### config.mk
export PLATFORM = sky130hd
export DESIGN_NAME = ib_ram_bank_sched_flat
export DESIGN_NICKNAME = d
export VERILOG_FILES = /design/src/rtl/ib_ram_bank_sched_if.sv /design/src/rtl/ib_ram_bank_sched.sv /design/src/flat_wrapper.sv
export SDC_FILE = /design/constraint.sdc
export NUM_CORES = 1
export LEC_CHECK = 0
export CELL_PAD_IN_SITES_DETAIL_PLACEMENT = 1
export CELL_PAD_IN_SITES_GLOBAL_PLACEMENT = 1
export CORE_AREA = 5 5 75 77
export CTS_CLUSTER_SIZE = 8
export DETAILED_ROUTE_END_ITERATION = 10
export DIE_AREA = 0 0 80 82
export PLACE_DENSITY_LB_ADDON = 0.1
export SYNTH_ARGS = -nofsm -noshare
export SYNTH_HDL_FRONTEND = slang
export SYNTH_SLANG_ARGS = --single-unit
### constraint.sdc
create_clock -name clk -period 4.4 [get_ports clk]
set_input_delay 1.32 -clock clk [delete_from_list [all_inputs] [get_ports clk]]
set_output_delay 1.32 -clock clk [all_outputs]
set_load 0.01 [all_outputs]
### src/rtl/ib_ram_bank_sched_if.sv
// Producer/consumer bus of the inbound RAM bank scheduler.
// The master modport is the environment side; the slave modport is the scheduler.
interface ib_ram_bank_sched_if #(
    parameter int NUM_BANKS = 2,
    parameter int BEAT_W    = 9
);
    localparam int BANK_W = $clog2(NUM_BANKS);

    logic              s_tvalid;
    logic              s_tlast;
    logic              s_tready;
    logic              wr_en;
    logic [BANK_W-1:0] wr_bank;
    logic [BEAT_W-1:0] wr_beat;
    logic              cons_valid;
    logic [BANK_W-1:0] cons_bank;
    logic [BEAT_W:0]   cons_beats;
    logic              cons_done;

    modport master (
        output s_tvalid, s_tlast, cons_done,
        input  s_tready, wr_en, wr_bank, wr_beat, cons_valid, cons_bank, cons_beats
    );

    modport slave (
        input  s_tvalid, s_tlast, cons_done,
        output s_tready, wr_en, wr_bank, wr_beat, cons_valid, cons_bank, cons_beats
    );
endinterface

### src/rtl/ib_ram_bank_sched.sv
// Inbound RAM bank scheduler: fills free banks round-robin from the producer
// and hands them to the consumer in fill order, reclaiming each on cons_done.
module ib_ram_bank_sched #(
    parameter int NUM_BANKS = 2,
    parameter int BEAT_W    = 9
) (
    input  logic                           clk,
    input  logic                           rst_n,
    input  logic                           enable,
    input  logic                           err_clr,
    ib_ram_bank_sched_if.slave             bus,
    output logic [$clog2(NUM_BANKS+1)-1:0] free_banks,
    output logic                           ovf_err
);
    localparam int BANK_W = $clog2(NUM_BANKS);
    localparam int OCC_W  = $clog2(NUM_BANKS + 1);
    localparam logic [BEAT_W:0]  MAX_BEATS = {1'b1, {BEAT_W{1'b0}}};
    localparam logic [OCC_W-1:0] NB        = OCC_W'(NUM_BANKS);

    typedef enum logic {R_IDLE, R_PRESENT} rd_state_t;

    rd_state_t         rd_state, rd_next;
    logic [BANK_W-1:0] wp, rp;
    logic [OCC_W-1:0]  occ;
    logic              in_frame;
    logic [BEAT_W:0]   bcnt;
    logic [BEAT_W:0]   len [NUM_BANKS];
    logic              hs, at_max, frame_end, release_bank;

    // occ only rises at tlast, so a full stall can only hold off a frame start
    assign bus.s_tready = (occ < NB) && (in_frame || enable);
    assign hs           = bus.s_tvalid && bus.s_tready;
    assign at_max       = (bcnt == MAX_BEATS);
    assign frame_end    = hs && bus.s_tlast;
    assign bus.wr_en    = hs && !at_max;
    assign bus.wr_beat  = bcnt[BEAT_W-1:0];
    assign bus.wr_bank  = wp;
    assign free_banks   = NB - occ;

    always_ff @(posedge clk or negedge rst_n) begin
        if (!rst_n) begin
            wp       <= '0;
            bcnt     <= '0;
            in_frame <= 1'b0;
            for (int i = 0; i < NUM_BANKS; i++) len[i] <= '0;
        end else if (hs) begin
            if (!at_max) bcnt <= bcnt + 1'b1;
            if (bus.s_tlast) begin
                len[wp]  <= at_max ? MAX_BEATS : bcnt + 1'b1;
                wp       <= wp + 1'b1;
                bcnt     <= '0;
                in_frame <= 1'b0;
            end else begin
                in_frame <= 1'b1;
            end
        end
    end

    // A beat beyond bank capacity sets the error even if err_clr is high
    always_ff @(posedge clk or negedge rst_n) begin
        if (!rst_n)              ovf_err <= 1'b0;
        else if (hs && at_max)   ovf_err <= 1'b1;
        else if (err_clr)        ovf_err <= 1'b0;
    end

    always_ff @(posedge clk or negedge rst_n) begin
        if (!rst_n) begin
            occ <= '0;
            rp  <= '0;
        end else begin
            case ({frame_end, release_bank})
                2'b10:   occ <= occ + 1'b1;
                2'b01:   occ <= occ - 1'b1;
                default: occ <= occ;
            endcase
            if (release_bank) rp <= rp + 1'b1;
        end
    end

    always_ff @(posedge clk or negedge rst_n) begin
        if (!rst_n) rd_state <= R_IDLE;
        else        rd_state <= rd_next;
    end

    // Returning to R_IDLE after each release forces a one-cycle bubble
    always_comb begin
        rd_next        = rd_state;
        release_bank   = 1'b0;
        bus.cons_valid = 1'b0;
        bus.cons_bank  = '0;
        bus.cons_beats = '0;
        case (rd_state)
            R_IDLE: begin
                if (occ != '0) rd_next = R_PRESENT;
            end
            R_PRESENT: begin
                bus.cons_valid = 1'b1;
                bus.cons_bank  = rp;
                bus.cons_beats = len[rp];
                if (bus.cons_done) begin
                    release_bank = 1'b1;
                    rd_next      = R_IDLE;
                end
            end
        endcase
    end
endmodule

### src/flat_wrapper.sv
// flat-port wrapper written by rule: the top's interface ports become plain ports
module ib_ram_bank_sched_flat 
#(
    parameter int NUM_BANKS = 2,
    parameter int BEAT_W    = 9
)
  (clk, rst_n, enable, err_clr, free_banks, ovf_err, bus_s_tvalid, bus_s_tlast, bus_cons_done, bus_s_tready, bus_wr_en, bus_wr_bank, bus_wr_beat, bus_cons_valid, bus_cons_bank, bus_cons_beats);
  ib_ram_bank_sched_if #(.NUM_BANKS(NUM_BANKS), .BEAT_W(BEAT_W)) bus_i ();
  input  logic clk;
  input  logic rst_n;
  input  logic enable;
  input  logic err_clr;
  output logic [$clog2(NUM_BANKS+1)-1:0] free_banks;
  output logic ovf_err;
  input wire logic [$bits(bus_i.s_tvalid)-1:0] bus_s_tvalid;
  input wire logic [$bits(bus_i.s_tlast)-1:0] bus_s_tlast;
  input wire logic [$bits(bus_i.cons_done)-1:0] bus_cons_done;
  output wire logic [$bits(bus_i.s_tready)-1:0] bus_s_tready;
  output wire logic [$bits(bus_i.wr_en)-1:0] bus_wr_en;
  output wire logic [$bits(bus_i.wr_bank)-1:0] bus_wr_bank;
  output wire logic [$bits(bus_i.wr_beat)-1:0] bus_wr_beat;
  output wire logic [$bits(bus_i.cons_valid)-1:0] bus_cons_valid;
  output wire logic [$bits(bus_i.cons_bank)-1:0] bus_cons_bank;
  output wire logic [$bits(bus_i.cons_beats)-1:0] bus_cons_beats;
  assign bus_i.s_tvalid = bus_s_tvalid;
  assign bus_i.s_tlast = bus_s_tlast;
  assign bus_i.cons_done = bus_cons_done;
  assign bus_s_tready = bus_i.s_tready;
  assign bus_wr_en = bus_i.wr_en;
  assign bus_wr_bank = bus_i.wr_bank;
  assign bus_wr_beat = bus_i.wr_beat;
  assign bus_cons_valid = bus_i.cons_valid;
  assign bus_cons_bank = bus_i.cons_bank;
  assign bus_cons_beats = bus_i.cons_beats;
  ib_ram_bank_sched #(.NUM_BANKS(NUM_BANKS), .BEAT_W(BEAT_W)) u_core (.clk(clk), .rst_n(rst_n), .enable(enable), .err_clr(err_clr), .bus(bus_i), .free_banks(free_banks), .ovf_err(ovf_err));
endmodule
==> summary.txt <==
Outcome
  • Status: finished, final reports clean

Critical path
  • Worst path slowest cell: clkdlybuf4s50_1
  • Setup crit end kind: primary output
  • Worst Path Arrival: 2.71 ns
  • CP Cell Sequence: clkdlybuf4s50_1 > nor2_1 > nand3b_1 > nor2_1 > clkdlybuf4s50_1
  • CP Launch Type: primary input
  • Max Fanout on Critical Path: 3
  • Cell family with most CP delay: buffers and inverters
  • Bufs and invs on worst path: 2
  • Worst Path Required: 3.08 ns
  • WS Path Type: in -> out
  • Crit path largest cell delay: 0.55 ns

CTS
  • Clk buf depth: 2
  • CTS H-tree lvls: 2
  • Post-CTS setup buffers: 0
  • Root Buffer: clkbuf_8
  • Clk sinks: 37
  • Clk slew on worst S/H paths: 0.07 ns
  • Worst skew pair latency: 0.28 ns
  • TritonCTS buffer count: 5
  • Post-cts repair resize count: 0
  • CTS tree: done
  • CTS hold repair buffers: 0

Timing
  • RSZ-0062 raised after global routing: false
  • Final setup viols: 0
  • Fmax: 0.248 GHz
  • Sum of negative setup slack: 0 ns
  • Post-route clock period utilization: 91.7%
  • Final hold viol count: 0
  • Rel. slew slack: 58.1%
  • Fin. max-slew vios: 0
  • Clock Skew: 0.00460 ns
  • Fin crit period: 4.03 ns
  • Worst-Margin Slew: 0.628 ns

Global routing
  • Aggregate global routing overflow: 0
  • Initial antenna violation count: 0
  • Global-route wire length before repair: 8.42 mm
  • Largest net degree at the start of global routing: 38
  • Number of global-route vias before repair: 1710
  • All-Layer GR Usage: 16.8%

Floorplan
  • Core area: 4940 um2
  • Die width: 80 um
  • Initial Utilization: 41.4%
  • Area of the die: 6560 um2
  • Std cell rows: 26
  • I/O pin count: 34
  • Die H: 82 um

Logic synthesis
  • Register area share after synthesis: 45.2%
  • Synth area leaders: dfrtp_1, mux2_2, mux2i_1
  • Netlist Area Pre-Place: 2050 um2
  • Post-synth top flop: dfrtp_1
  • Area share of the largest cell type after synthesis: 45.2%
  • Mapped Nets: 206
  • Post-synth ARST share: 100%
  • Syn Inst Count: 194
  • Number of synthesized register bits: 37
  • Avg Inst Size Synth: 10.6 um2
  • Synthesis Warnings: 0
  • Leading area contributor after synthesis: dfrtp_1
  • Post-synth EDFFs: 0
  • Netlist cell types: 42

Drt
  • Remaining DRCs: 0
  • Iter 0 DRT Violations: 37
  • Vias per inst: 5.11
  • Vias: 1472
  • WL/cell: 16.7 um
  • Antenna-violating nets left: 0
  • DRT Pass-1 Iters: 4
  • Routed wire length: 4.82 mm

Run
  • Max-cap violations: 0

Finish
  • Final core occ: 49.4%
  • Fraction of layout cells with a size suffix above 1: 17.0%
  • FF/Latch Area: 926 um2
  • Layout Area Growth over Synthesis: 19.3%
  • Layout fillers: 547
  • Footprint of the multi-input gates: 970 um2
  • Layout Nets: 229
  • Ant. Diodes: 0

Power
  • Power Dens Cells: 619 nW/um2
  • Power Total: 0.00151 W
  • Max IR drop VDD: 0.000253 V
  • Leak pwr: 1.08 nW

Worst hold path
  • Min-delay worst type: reg -> reg

Placement
  • Placer Congestion: 0.748
  • Port Buffers: 33
  • Dpl hpwl: 3.60 mm
where the power goes:
| group | switching [W] | total, W | internal [W] | leakage (nW) |
|---|---|---|---|---|
| registers | 0.000133 | 0.000583 | 0.000450 | 0.461 |
| logic | 0.000320 | 0.000700 | 0.000380 | 0.573 |
| clock network | 0.000119 | 0.000229 | 0.000110 | 0.0450 |
| total | 0.000572 | 0.00151 | 0.000940 | 1.08 |
state kept, by name, indices dropped and copies added, names as in the netlist:
name                cells
u_core.occ              2
u_core.in_frame         1
u_core.rp               1
u_core.bus.wr_bank      1
u_core.bcnt            10
u_core.rd_state         1
u_core.len             20
u_core.ovf_err          1
metrics by stage:
| stage | hold WS, ns | worst slack, ns | cells | cell area, um2 |
|---|---|---|---|---|
| floorplan | 0.451 | 1.06 | 194 | 2050 |
| detailed placement | 0.475 | 0.363 | 280 | 2360 |
| finish | 0.486 | 0.367 | 288 | 2440 |
| CTS | 0.491 | 0.349 | 288 | 2440 |
| global route | 0.504 | 0.301 | 288 | 2440 |
| global placement | 0.472 | 0.396 | 280 | 2360 |
cell type report:
class / count / area share [%]
timing repair buffer: 36 / 14.4
tap: 70 / 3.58
clock buffer: 6 / 2.97
multi-input combinational: 130 / 39.7
clock inverter: 2 / 0.409
sequential: 37 / 37.9
inverter: 7 / 1.07
logic make-up (layout without fill, tap and decap cells):
family	count (synthesis)	in the layout	share of synthesized area (%)
xor+xnor	11	11	4.70
mux	30	30	15.9
simple gates	59	59	15.7
compound gates	25	25	8.00
fa+ha+maj	5	5	3.05
buf+inv	27	51	7.51
flops	37	37	45.2
placed cells by master, fill, tap and decap left out, types with 3 or more instances in the layout:
cell / n
xnor2_1: 10
nand2_1: 8
and2_1: 6
a21oi_1: 6
nor2_1: 21
nand3_1: 4
clkdlybuf4s50_1: 33
ha_1: 5
o21ai_0: 7
mux2_2: 18
inv_1: 7
buf_4: 3
mux2i_1: 10
dfrtp_1: 37
clkbuf_8: 5
nand4_1: 3
layer usage:
metal	vias to the layer above	part of all wire, %	wire [um]	GRT usage [%]
met2	26	52	2520	31.4
met1	733	43	2090	19.3
met5	-	0	0	0
li1	708	-	-	-
met3	5	2.9	140	2.96
met4	0	1.3	63	5.41
worst paths after layout:
check / startpoint / endpoint / slack (ns) / depth (start not counted)
setup reg to reg: u_core.occ[0] / u_core.len[15] / 2.09 / 6
setup / recovery: enable / bus_wr_en / 0.37 / 5
hold reg to reg: u_core.in_frame / u_core.in_frame / 0.49 / 1
hold / removal: u_core.in_frame / u_core.in_frame / 0.49 / 1
min in group asynchronous: rst_n / u_core.in_frame / 1.47 / 2
max in group asynchronous: rst_n / u_core.len[5] / 2.59 / 2
synthesized netlist by cell type (all sizes together), types with 3 or more instances:
cell type and n:
a21oi 6, and2 6, buf 17, clkbuf 3, dfrtp 37, ha 5, inv 7, mux2 20
mux2i 10, nand2 8, nand3 5, nand4 3, nor2 21, o21ai 7, o31ai 3, xnor2 10
Note: power is estimated with default switching activity, not from simulation.
